## config.mk

```make
export PLATFORM = sky130hd
export DESIGN_NAME = cnt_range_updown
export DESIGN_NICKNAME = d
export VERILOG_FILES = /design/src/rtl/cnt_range_updown.sv
export SDC_FILE = /design/constraint.sdc
export NUM_CORES = 1
export LEC_CHECK = 0
export CAP_MARGIN = 25
export CORE_UTILIZATION = 30
export DETAILED_ROUTE_END_ITERATION = 8
export PLACE_DENSITY = 0.52
export SKIP_LAST_GASP = 1
export SLEW_MARGIN = 10
export SYNTH_ARGS = -nofsm -noshare
export SYNTH_HDL_FRONTEND = slang
export SYNTH_SLANG_ARGS = --single-unit
```

## constraint.sdc

```tcl
create_clock -name clk -period 4.5 [get_ports clk]
set_input_delay 0.45 -clock clk [delete_from_list [all_inputs] [get_ports clk]]
set_output_delay 0.45 -clock clk [all_outputs]
set_load 0.02 [all_outputs]
```

## src/rtl/cnt_range_updown.sv

```systemverilog
// rtl/cnt_range_updown.sv - WIDTH-bit range counter: up/down/ping-pong/hold, wrap or saturate, load, TC, ERR
// Optional step prescaler is compiled in when CNT_PRESCALE_EN is defined.
module cnt_range_updown #(
    parameter int WIDTH    = 8,
    parameter int PRESCALE = 4
) (
    input  logic             clk,
    input  logic             rst_n,
    input  logic             ss_i,
    input  logic [1:0]       mode_i,
    input  logic             wrap_i,
    input  logic [WIDTH-1:0] min_i,
    input  logic [WIDTH-1:0] max_i,
    input  logic             load_i,
    input  logic [WIDTH-1:0] load_val_i,
    output logic [WIDTH-1:0] out_o,
    output logic             dir_o,
    output logic             tc_o,
    output logic             err_o
);

    typedef enum logic [1:0] {
        MODE_DOWN = 2'b00,
        MODE_UP   = 2'b01,
        MODE_PING = 2'b10,
        MODE_HOLD = 2'b11
    } mode_e;

    if (WIDTH < 2 || PRESCALE < 1) begin : g_bad_param
        $error("cnt_range_updown: WIDTH must be >= 2 and PRESCALE >= 1");
    end

    mode_e            mode;
    logic             range_err;
    logic             tick;
    logic             step;
    logic             out_of_range;
    logic [WIDTH-1:0] out_inc;
    logic [WIDTH-1:0] out_dec;
    logic [WIDTH-1:0] load_clamped;

    logic [WIDTH-1:0] out_q, out_d;
    logic             dir_q, dir_d;
    logic             tc_q, tc_d;
    logic             err_q, err_d;

    assign mode      = mode_e'(mode_i);
    assign range_err = (min_i > max_i);

`ifdef CNT_PRESCALE_EN
    localparam int               DIV_W    = $clog2(PRESCALE) + 1;
    localparam logic [DIV_W-1:0] DIV_LAST = DIV_W'(PRESCALE - 1);

    logic [DIV_W-1:0] div_q, div_d;
    logic             advance;

    // The divider only runs while the counter could actually step.
    assign advance = ss_i && (mode != MODE_HOLD);
    assign tick    = advance && (div_q == DIV_LAST);

    always_comb begin
        div_d = div_q;
        if (load_i) begin
            div_d = '0;
        end else if (advance) begin
            div_d = tick ? '0 : div_q + 1'b1;
        end
    end

    always_ff @(posedge clk or negedge rst_n) begin
        if (!rst_n) begin
            div_q <= '0;
        end else begin
            div_q <= div_d;
        end
    end
`else
    assign tick = 1'b1;
`endif

    assign step         = ss_i && tick && (mode != MODE_HOLD);
    assign out_of_range = (out_q < min_i) || (out_q > max_i);
    assign out_inc      = out_q + 1'b1;
    assign out_dec      = out_q - 1'b1;
    assign load_clamped = (load_val_i < min_i) ? min_i :
                          (load_val_i > max_i) ? max_i : load_val_i;

    // +/-1 results are only selected after the bound checks, so they never wrap.
    always_comb begin
        out_d = out_q;
        dir_d = dir_q;
        tc_d  = 1'b0;
        err_d = range_err;
        if (!range_err) begin
            if (load_i) begin
                out_d = load_clamped;
            end else if (step) begin
                if (out_of_range) begin
                    out_d = (mode == MODE_DOWN) ? max_i : min_i;
                end else if (min_i == max_i) begin
                    out_d = min_i;
                end else begin
                    case (mode)
                        MODE_UP: begin
                            if (out_q == max_i) begin
                                if (wrap_i) begin
                                    out_d = min_i;
                                    tc_d  = 1'b1;
                                end
                            end else begin
                                out_d = out_inc;
                                tc_d  = !wrap_i && (out_inc == max_i);
                            end
                        end
                        MODE_DOWN: begin
                            if (out_q == min_i) begin
                                if (wrap_i) begin
                                    out_d = max_i;
                                    tc_d  = 1'b1;
                                end
                            end else begin
                                out_d = out_dec;
                                tc_d  = !wrap_i && (out_dec == min_i);
                            end
                        end
                        MODE_PING: begin
                            if (dir_q) begin
                                if (out_q == max_i) begin
                                    dir_d = 1'b0;
                                    out_d = out_dec;
                                    tc_d  = 1'b1;
                                end else begin
                                    out_d = out_inc;
                                end
                            end else begin
                                if (out_q == min_i) begin
                                    dir_d = 1'b1;
                                    out_d = out_inc;
                                    tc_d  = 1'b1;
                                end else begin
                                    out_d = out_dec;
                                end
                            end
                        end
                        default: ;
                    endcase
                end
                if (mode == MODE_UP) begin
                    dir_d = 1'b1;
                end else if (mode == MODE_DOWN) begin
                    dir_d = 1'b0;
                end
            end
        end
    end

    always_ff @(posedge clk or negedge rst_n) begin
        if (!rst_n) begin
            out_q <= '0;
            dir_q <= 1'b1;
            tc_q  <= 1'b0;
            err_q <= 1'b0;
        end else begin
            out_q <= out_d;
            dir_q <= dir_d;
            tc_q  <= tc_d;
            err_q <= err_d;
        end
    end

    assign out_o = out_q;
    assign dir_o = dir_q;
    assign tc_o  = tc_q;
    assign err_o = err_q;

endmodule

```

=== Word level (Yosys, flattened, before mapping) ===
Cells that the tools add are included.
W data, S select, Z words.

* Memories: 0
* Flip-flop bits (word level): 11
* Bits of input ports: 31
* Memory bits (read-only): 0
* RAM bits: 0
* Output and inout port bits: 11
* Bits in latches: 0
* Logic and storage cells: 70

* Reduce and logical (&&, ||, !) cells: 11
* Bitwise operators: 2
* Shifts and indexed selects: 0
* Div/mod/pow operators: 0
* $mul: 0
* Multiplexer cells: 34
* Order comparisons: 5
* Add/sub/neg operators: 2
* Eq/ne operators: 12

{| class="wikitable"
|+ Operators with widths
! kind !! count
|-
| $mux W8 || 14
|-
| $eq A8 B8 Y1 || 5
|-
| $gt A8 B8 Y1 || 3
|-
| $pmux W8 S3 || 1
|-
| $mux W1 || 18
|-
| $lt A8 B8 Y1 || 2
|-
| $ne A6 B6 Y1 const B || 2
|-
| $add A8 B1 Y8 const B || 1
|-
| $sub A8 B1 Y8 const B || 1
|-
| $reduce_and A6 Y1 || 1
|-
| $reduce_bool A6 Y1 || 1
|-
| $reduce_and A5 Y1 || 1
|-
| $logic_and A1 B1 Y1 || 3
|-
| $ne A3 B1 Y1 const B || 1
|-
| $ne A3 B2 Y1 const B || 1
|-
| $pmux W1 S3 || 1
|-
| $reduce_bool A3 Y1 || 1
|-
| $eq A2 B1 Y1 const B || 1
|-
| $eq A2 B2 Y1 const B || 1
|-
| $logic_not A2 Y1 || 1
|-
| $ne A2 B2 Y1 const B || 1
|-
| $not A1 Y1 || 2
|-
| $reduce_bool A2 Y1 || 1
|-
| $logic_not A1 Y1 || 1
|-
| $logic_or A1 B1 Y1 || 1
|}

=== Depth between registers and ports, before layout ===
Gate-level depths: netlist of the first run.

* Depth in word-level cells: 10
* Mapped depth: 12
* Depth with buffers taken out: 9

=== Least setup slack after synthesis of the first run ===
OpenSTA, ideal clock, no wires.

* Path kind: register to register
* Start point: reg out_q[0], in the netlist out_o[0]
* End point: reg out_q[3], in the netlist out_o[3]
* Data required time: 4.380 ns
* Clock period less this slack: 2.905 ns
* Arrival time: 2.784 ns
* Stages on the path, launching flop included: 11
* Library setup time: 0.120 ns
* Setup slack: 1.595 ns
* Cells stage by stage: dfrtp_1 clkbuf_1 inv_1 ha_1 nand4_4 nor2_8 a21oi_2 nor3_4 mux2i_1 a2111o_1 o211a_1

* Longest elaborated chain between the ends: 8
* Elaborated cells on any way between the ends: 21
* Classes of those cells: add/sub: 2; order compare: 2; eq/ne: 4; mux: 10; reduce/logical: 3

{| class="wikitable"
|+ Ends and longest elaborated chain
! what !! line !! RTL
|-
| from (decl) || 42 || <nowiki>logic [WIDTH-1:0] out_q, out_d;</nowiki>
|-
| from (signal assigned) || 164 || <nowiki>out_q <= out_d;</nowiki>
|-
| $sub A8 B1 Y8 (tied with other cells) || 84 || <nowiki>assign out_dec = out_q - 1'b1;</nowiki>
|-
| $mux W8, on equally long branches || 136, 128 ||
|-
| $mux W8 || 127 || <nowiki>if (dir_q) begin</nowiki>
|-
| $pmux W8 S3 || 103 || <nowiki>case (mode)</nowiki>
|-
| $mux W8 || 100 || <nowiki>end else if (min_i == max_i) begin</nowiki>
|-
| $mux W8 || 98 || <nowiki>if (out_of_range) begin</nowiki>
|-
| $mux W8 || 97 || <nowiki>end else if (step) begin</nowiki>
|-
| $mux W8 || 95 || <nowiki>if (load_i) begin</nowiki>
|}

Several ways; a longest one is shown, not always the timed one. The select of a mux whose other input is x is not followed.
A chain may end at the register's enable or synchronous reset.

=== Worst setup path after layout of the first run ===
* Start point: in max_i[3]
* End point: reg out_q[5], in the netlist out_o[5]

* Longest elaborated chain between the ends: 8
* Elaborated cells on any way between the ends: 21
* Classes of those cells: order compare: 3; eq/ne: 4; mux: 10; bitwise: 1; reduce/logical: 3

{| class="wikitable"
|+ Ends and longest elaborated chain
! what !! line !! RTL
|-
| from (decl) || 13 || <nowiki>input logic [WIDTH-1:0] max_i,</nowiki>
|-
| $eq A8 B8 Y1 || 105, 128 ||
|-
| $mux W8 || 128 || <nowiki>if (out_q == max_i) begin</nowiki>
|-
| $mux W8 || 127 ||
|-
| $pmux W8 S3 || 103 ||
|-
| $mux W8 || 100 ||
|-
| $mux W8 || 98 ||
|-
| $mux W8 || 97 ||
|-
| $mux W8 || 95 ||
|}

Several ways; a longest one is shown, not always the timed one. The select of a mux whose other input is x is not followed.

==> run metrics, run 1 <==
status=completed; Unique masters post-synth=57; IO Count=42; # hold bufs at CTS=0; setup_tns=0 ns; fin cells=482; CP max-delay cell=mux2i_1; Cells after DPL=478; dpl hpwl=7770 µm; WL final=9260 µm; share of layout cells above drive strength 1=6.15%; Core ar.=8720 µm²; Final Hold Viols=0; Syn Nets=418; first-pass GRT wire length=15400 µm; total die area=9370 µm²; HP Start=dir_o; commonest non-fill, non-tap cells in the layout=46 x ha_1, 41 x clkdlybuf4s50_1, 30 x nand2_1, 26 x inv_1, 23 x xnor2_1; grt total ovfl=0; hold slack final=0.554 ns; cts bufs inserted=3; Setup Buffers After CTS=0; worst flop-to-flop path endpoint=out_o[5]; final setup violation count=0; worst slew pin tran=0.765 ns; synthesized cell area=2700 µm²; peak supply drop=0.130 mV; Worst Path Required=4.65 ns; CTS root buffer=clkbuf_8; post-synthesis cell count=341; max-cap viol count=0; port bufs=41; Bufs on Longest Clock Path=2; H-tree depth=1; critical path fanouts, max=10; vias in the first global route=2851; #FFs+latches synth=11; setup repair after global routing missed its margin=false; upper clock frequency limit=287 MHz; Tmin final=3.48 ns; Reg clk slew, reported paths=0.05 ns; Worst-Skew Late Latency=0.25 ns; fin. max-slew vios=0; Chip Height=96.8 µm; fin crit share=77.4%; CTS tree=built; Critical Path Source Type=input port; 1st-pass router iterations=5; Sinks on Clock Net=11; post-cts resize count=0; Die Wd=96.8 µm; leak pwr=1.35 nW; # DRC=0; Relative slew margins=48.7%; commonest non-fill, non-tap cell in the layout=ha_1; Ys Warns=0; pin count of the biggest net entering global routing=16; fill cell count=918; R2R cell count=9; Avg Inst Size Synth=7.91 µm²; Synth async-reset ratio=100%; Post-DP Area=3200 µm²; PwrDens=391 nW/µm²; hold path cells=1; RR Startpoint=out_o[0]; data arrival time of the critical path=3.63 ns; crit end category=flop; Via density=5.87; skew final=0.00141 ns; Min-Delay Path Class=flop to flop; row count=34; final instance area=3250 µm²; ant diodes=0; initial antenna violation count=0; nets=452; CP Launch Point=max_i[3]; GP Congestion=0.912; worst path cell trace=clkdlybuf4s50_1 > inv_1 > ha_1 > nand4_4 > nor2_8 > a211oi_2 > nor3_4 > mux2i_1 > a2111oi_0 > o31ai_1; area grow syn2layout=20.4%; post-synthesis sequential area ratio=10.3%; path type of the worst setup path=input port to flop; routed length per instance=19.2 µm; via count=2827; GRT Util Overall=20.3%; Post-synth EDFFs=0; Detail Route Antenna Nets=0; ys flop type=dfrtp_1; worst hold endpoint=dir_o; Max stage delay on crit path=0.62 ns; Starting DRT DRC Count=131; Initial Utilization=30.9%; register-to-register setup slack=1.17 ns
==> area by class of cell <==
| cell class | instances | area, µm² | area share [%] |
|---|---|---|---|
| multi-input combinational | 290 | 2270 | 69.8 |
| timing repair buffer | 43 | 425 | 13.1 |
| sequential | 11 | 277 | 8.52 |
| tap | 108 | 135 | 4.16 |
| inverter | 26 | 97.6 | 3.01 |
| clock buffer | 4 | 45.0 | 1.39 |
==> synth_stat cells, drive strengths merged (3+ instances only) <==
| cell | instances | area, µm² |
|---|---|---|
| nor2b | 3 | 18.8 |
| o22a | 4 | 35.0 |
| o311ai | 3 | 26.3 |
| o31ai | 5 | 37.5 |
| nand2 | 30 | 113 |
| a21o | 3 | 22.5 |
| o21ai | 10 | 50.0 |
| xnor2 | 23 | 201 |
| clkbuf | 11 | 41.3 |
| o211ai | 8 | 60.1 |
| o2111ai | 3 | 26.3 |
| nand4 | 11 | 105 |
| dfrtp | 10 | 250 |
| a211oi | 7 | 57.6 |
| a32oi | 4 | 35.0 |
| or4 | 4 | 33.8 |
| nand2b | 7 | 43.8 |
| buf | 3 | 15.0 |
| a2111oi | 3 | 26.3 |
| nand3 | 10 | 50.1 |
| o211a | 5 | 50.1 |
| ha | 46 | 576 |
| a311oi | 3 | 26.3 |
| mux2 | 4 | 45.0 |
| a21oi | 22 | 118 |
| nor3 | 10 | 61.3 |
| nor4 | 4 | 46.3 |
| mux2i | 8 | 80.1 |
| nor2 | 20 | 91.3 |
| or3 | 3 | 18.8 |
| inv | 26 | 97.6 |
| and2 | 4 | 25.0 |
==> routing by layer <==
metal | wire length [µm] | track usage [%]
met1 | 4260 | 27.7
met2 | 4380 | 33.5
met3 | 364 | 1.73
met4 | 249 | 6.77
met5 | 0 | 0
==> kinds of logic after synthesis <==
family                   Yosys count  synth area share, %
flip-flops                        11                 10.3
XOR/XNOR                          25                 8.12
adder cells (fa/ha/maj)           46                 21.3
buffers and inverters             40                 5.71
AO/OA/AOI/OAI                     94                 25.6
multiplexers                      12                 4.64
AND/OR/NAND/NOR                  113                 24.3
==> sequential cells by signal, indices dropped and copies added (netlist names) <==
| name | flops |
|---|---|
| err_o | 1 |
| dir_o | 1 |
| tc_o | 1 |
| out_o | 8 |
==> worst max-delay path: cells and delay by family <==
kind                       cells  cell delay, ns
and+or+nand+nor                3            0.79
buffers and inverters          2            0.80
adders and majority gates      1            0.40
AOI/OAI and AO/OA              3            0.56
muxes                          1            0.62
==> worst max path at each step <==
stage               end  slack [ns]  cells past startpoint
2_1_floorplan  out_o[3]        1.60                     10
3_3_place_gp   out_o[6]        0.87                     10
3_5_place_dp   out_o[5]        0.81                     10
4_1_cts        out_o[5]        1.03                     10
5_1_grt        out_o[5]        0.81                     10
6_report       out_o[5]        1.02                     10
==> through the flow <==
stage | setup WS [ns] | utilization, % | power, mW
final | 1.02 | 37.2 | 1.27
after CTS | 1.03 | 37.2 | 1.27
after floorplan | 1.60 | - | 0.874
after global placement | 0.868 | 36.7 | 1.15
after detailed placement | 0.808 | 36.7 | 1.16
after global routing | 0.805 | 37.2 | 1.38
==> report_power, final <==
part	internal (mW)	switching, mW	leakage, nW
logic	0.402	0.509	1.20
registers	0.134	0.118	0.131
clock network	0.0626	0.0427	0.0228
(Power assumes the default switching activity.)
==> run 2, diff against run 1 <==
==> constraint.sdc (replaced) <==
create_clock -name clk -period 3.5 [get_ports clk]
set_input_delay 0.35 -clock clk [delete_from_list [all_inputs] [get_ports clk]]
set_output_delay 0.35 -clock clk [all_outputs]
set_load 0.02 [all_outputs]
==> run 2 against run 1 <==
Combinational power up 37%. First-iteration DRC count increased by 0.76%. Count of clock-buffer cells in the layout stayed put. Critical path depth rose by 1. Utilization is 2.0 points higher. Critical endpoint is now out_o[6]. Highest routed layer unchanged.
==> run metrics, run 2 (same netlist as run 1, synthesis figures left out) <==
upper clock frequency limit=321 MHz; dpl hpwl=8020 µm (+3.2%); commonest non-fill, non-tap cells in the layout=46 x ha_1, 41 x clkdlybuf4s50_1, 30 x nand2_1, 26 x inv_1, 25 x buf_4; register-to-register setup slack=0.57 ns (-0.60 ns); max FFs per register=8 (unchanged); crit end category=flop; row count=34 (unchanged); Total Power=1.69 mW (+33%); vias in the first global route=2785 (-2.3%); CTS root buffer=clkbuf_8; worst slew pin tran=0.635 ns (-0.130 ns); fill cell count=894 (-2.6%); data arrival time of the critical path=3.23 ns (-0.40 ns); Final Hold Viols=0 (unchanged); status=completed; Tmin final=3.11 ns; critical path fanouts, max=9 (-1); final setup violation count=0 (unchanged); port bufs=41 (unchanged); grt total ovfl=0 (unchanged); area grow syn2layout=26.8%; PwrDens=494 nW/µm² (+26%); post-cts resize count=0 (unchanged); H-tree depth=1 (unchanged); peak supply drop=0.182 mV (+40%); worst path buffer plus inverter count=3 (+1); Bufs on Longest Clock Path=2 (unchanged); Initial Utilization=30.9% (unchanged); IO Count=42 (unchanged); path type of the worst setup path=input port to flop; Worst Path Required=3.61 ns (-1.04 ns); hold slack final=0.479 ns (-0.0747 ns); via count=2855 (+0.99%); first-pass GRT wire length=15000 µm (-2.9%); fin crit share=89.0%; ant diodes=0 (unchanged); Via density=5.65 (-3.6%); total die area=9370 µm² (unchanged); Min-Delay Path Class=input port to asynchronous set/reset pin; fin. max-slew vios=0 (unchanged); CP max-delay cell=clkdlybuf4s50_1; share of layout cells above drive strength 1=11.6% (+5.4 points); max-cap viol count=0 (unchanged); CTS tree=built; WL final=9410 µm (+1.7%); commonest non-fill, non-tap cell in the layout=ha_1; # DRC=0 (unchanged); GP Congestion=0.904 (-0.91%); Starting DRT DRC Count=132 (+0.76%); setup_tns=0 ns (unchanged); nets=475 (+5.1%); Detail Route Antenna Nets=0 (unchanged); Setup Buffers After CTS=0 (unchanged); worst flop-to-flop path endpoint=out_o[6]; RR Startpoint=out_o[3]; setup repair after global routing missed its margin=false; routed length per instance=18.6 µm (-3.0%); cts bufs inserted=3 (unchanged); Chip Height=96.8 µm (unchanged); pin count of the biggest net entering global routing=13 (-3); Core ar.=8720 µm² (unchanged); delay-heaviest family, CP=compound AO/OA/AOI/OAI gates; fin worst setup slack=0.386 ns (-0.630 ns); 1st-pass router iterations=7 (+2); Max stage delay on crit path=0.57 ns (-0.05 ns); worst path cell trace=clkdlybuf4s50_1 > inv_1 > ha_1 > nor2b_1 > o211ai_1 > a211oi_2 > nor3_4 > buf_4 > a311o_1 > a2111oi_0 > nor3_1; Critical Path Source Type=input port; R2R cell count=8 (-1); Post-Place Worst Slack=0.149 ns (-0.659 ns); GRT Util Overall=20.1% (-0.19 points); Relative slew margins=56.5% (+7.8 points); # hold bufs at CTS=0 (unchanged); Reg clk slew, reported paths=0.06 ns (about the same); leak pwr=1.47 nW (+8.2%); Worst-Skew Late Latency=0.25 ns (about the same); Die Wd=96.8 µm (unchanged); Sinks on Clock Net=11 (unchanged); skew final=0.00523 ns (+0.00383 ns); initial antenna violation count=0 (unchanged)
## run 2: worst reg2reg max path: stages, from the launching register on
cell and delay (ns):
dfrtp_1 0.56, ha_1 0.41, nand4_1 0.20, or2_2 0.43
or3_1 0.35, nand2_1 0.12, a311o_1 0.43, a2111oi_0 0.14
nor3_1 0.20
## run 2: worst max-delay path by stage
stage / from / to / slack, ns / cells after the start
floorplan: out_o[0] / out_o[3] / 0.60 / 10
global placement: min_i[5] / out_o[6] / 0.19 / 11
detailed placement: max_i[1] / out_o[6] / 0.15 / 11
CTS: max_i[1] / out_o[6] / 0.42 / 11
global route: max_i[7] / out_o[4] / 0.14 / 10
finish: max_i[1] / out_o[6] / 0.39 / 11
## run 2: layout make-up
cell class,count,area [µm²],area share [%]
Clock buffer,4,45.0,1.32
Inverter,26,97.6,2.86
Multi-Input combinational cell,290,2270,66.3
Sequential cell,11,277,8.09
Tap cell,108,135,3.95
Timing Repair Buffer,66,598,17.5
## run 2: per-layer routing
layer,GRT usage [%],vias up,part of all wire (%)
met2,33.4,116,46
met5,0,-,0
met3,1.59,19,5.2
met4,7.23,0,2.9
met1,27.2,1320,46
li1,-,1400,-
## run 2: power by group
| group | leakage [nW] | switching (mW) | internal, mW |
|---|---|---|---|
| combinational | 1.31 | 0.692 | 0.559 |
| sequential | 0.131 | 0.129 | 0.173 |
| clock | 0.0228 | 0.0537 | 0.0804 |
## run 2: per-stage QoR
step | area [µm²] | cells | utilization, %
floorplan | 2700 | 341 | -
global placement | 3370 | 501 | 38.7
detailed placement | 3370 | 501 | 38.7
CTS | 3420 | 505 | 39.2
global route | 3420 | 505 | 39.2
finish | 3420 | 505 | 39.2
==> run 3, diff against run 2 <==
--- a/config.mk
+++ b/config.mk
@@ -9,6 +9,7 @@
 export CORE_UTILIZATION = 30
 export DETAILED_ROUTE_END_ITERATION = 8
 export PLACE_DENSITY = 0.52
+export SKIP_CTS_REPAIR_TIMING = 1
 export SKIP_LAST_GASP = 1
 export SLEW_MARGIN = 10
 export SYNTH_ARGS = -nofsm -noshare
==> results of run 3 <==
No change in the layout: final DEF, timing and power equal those of run 2.
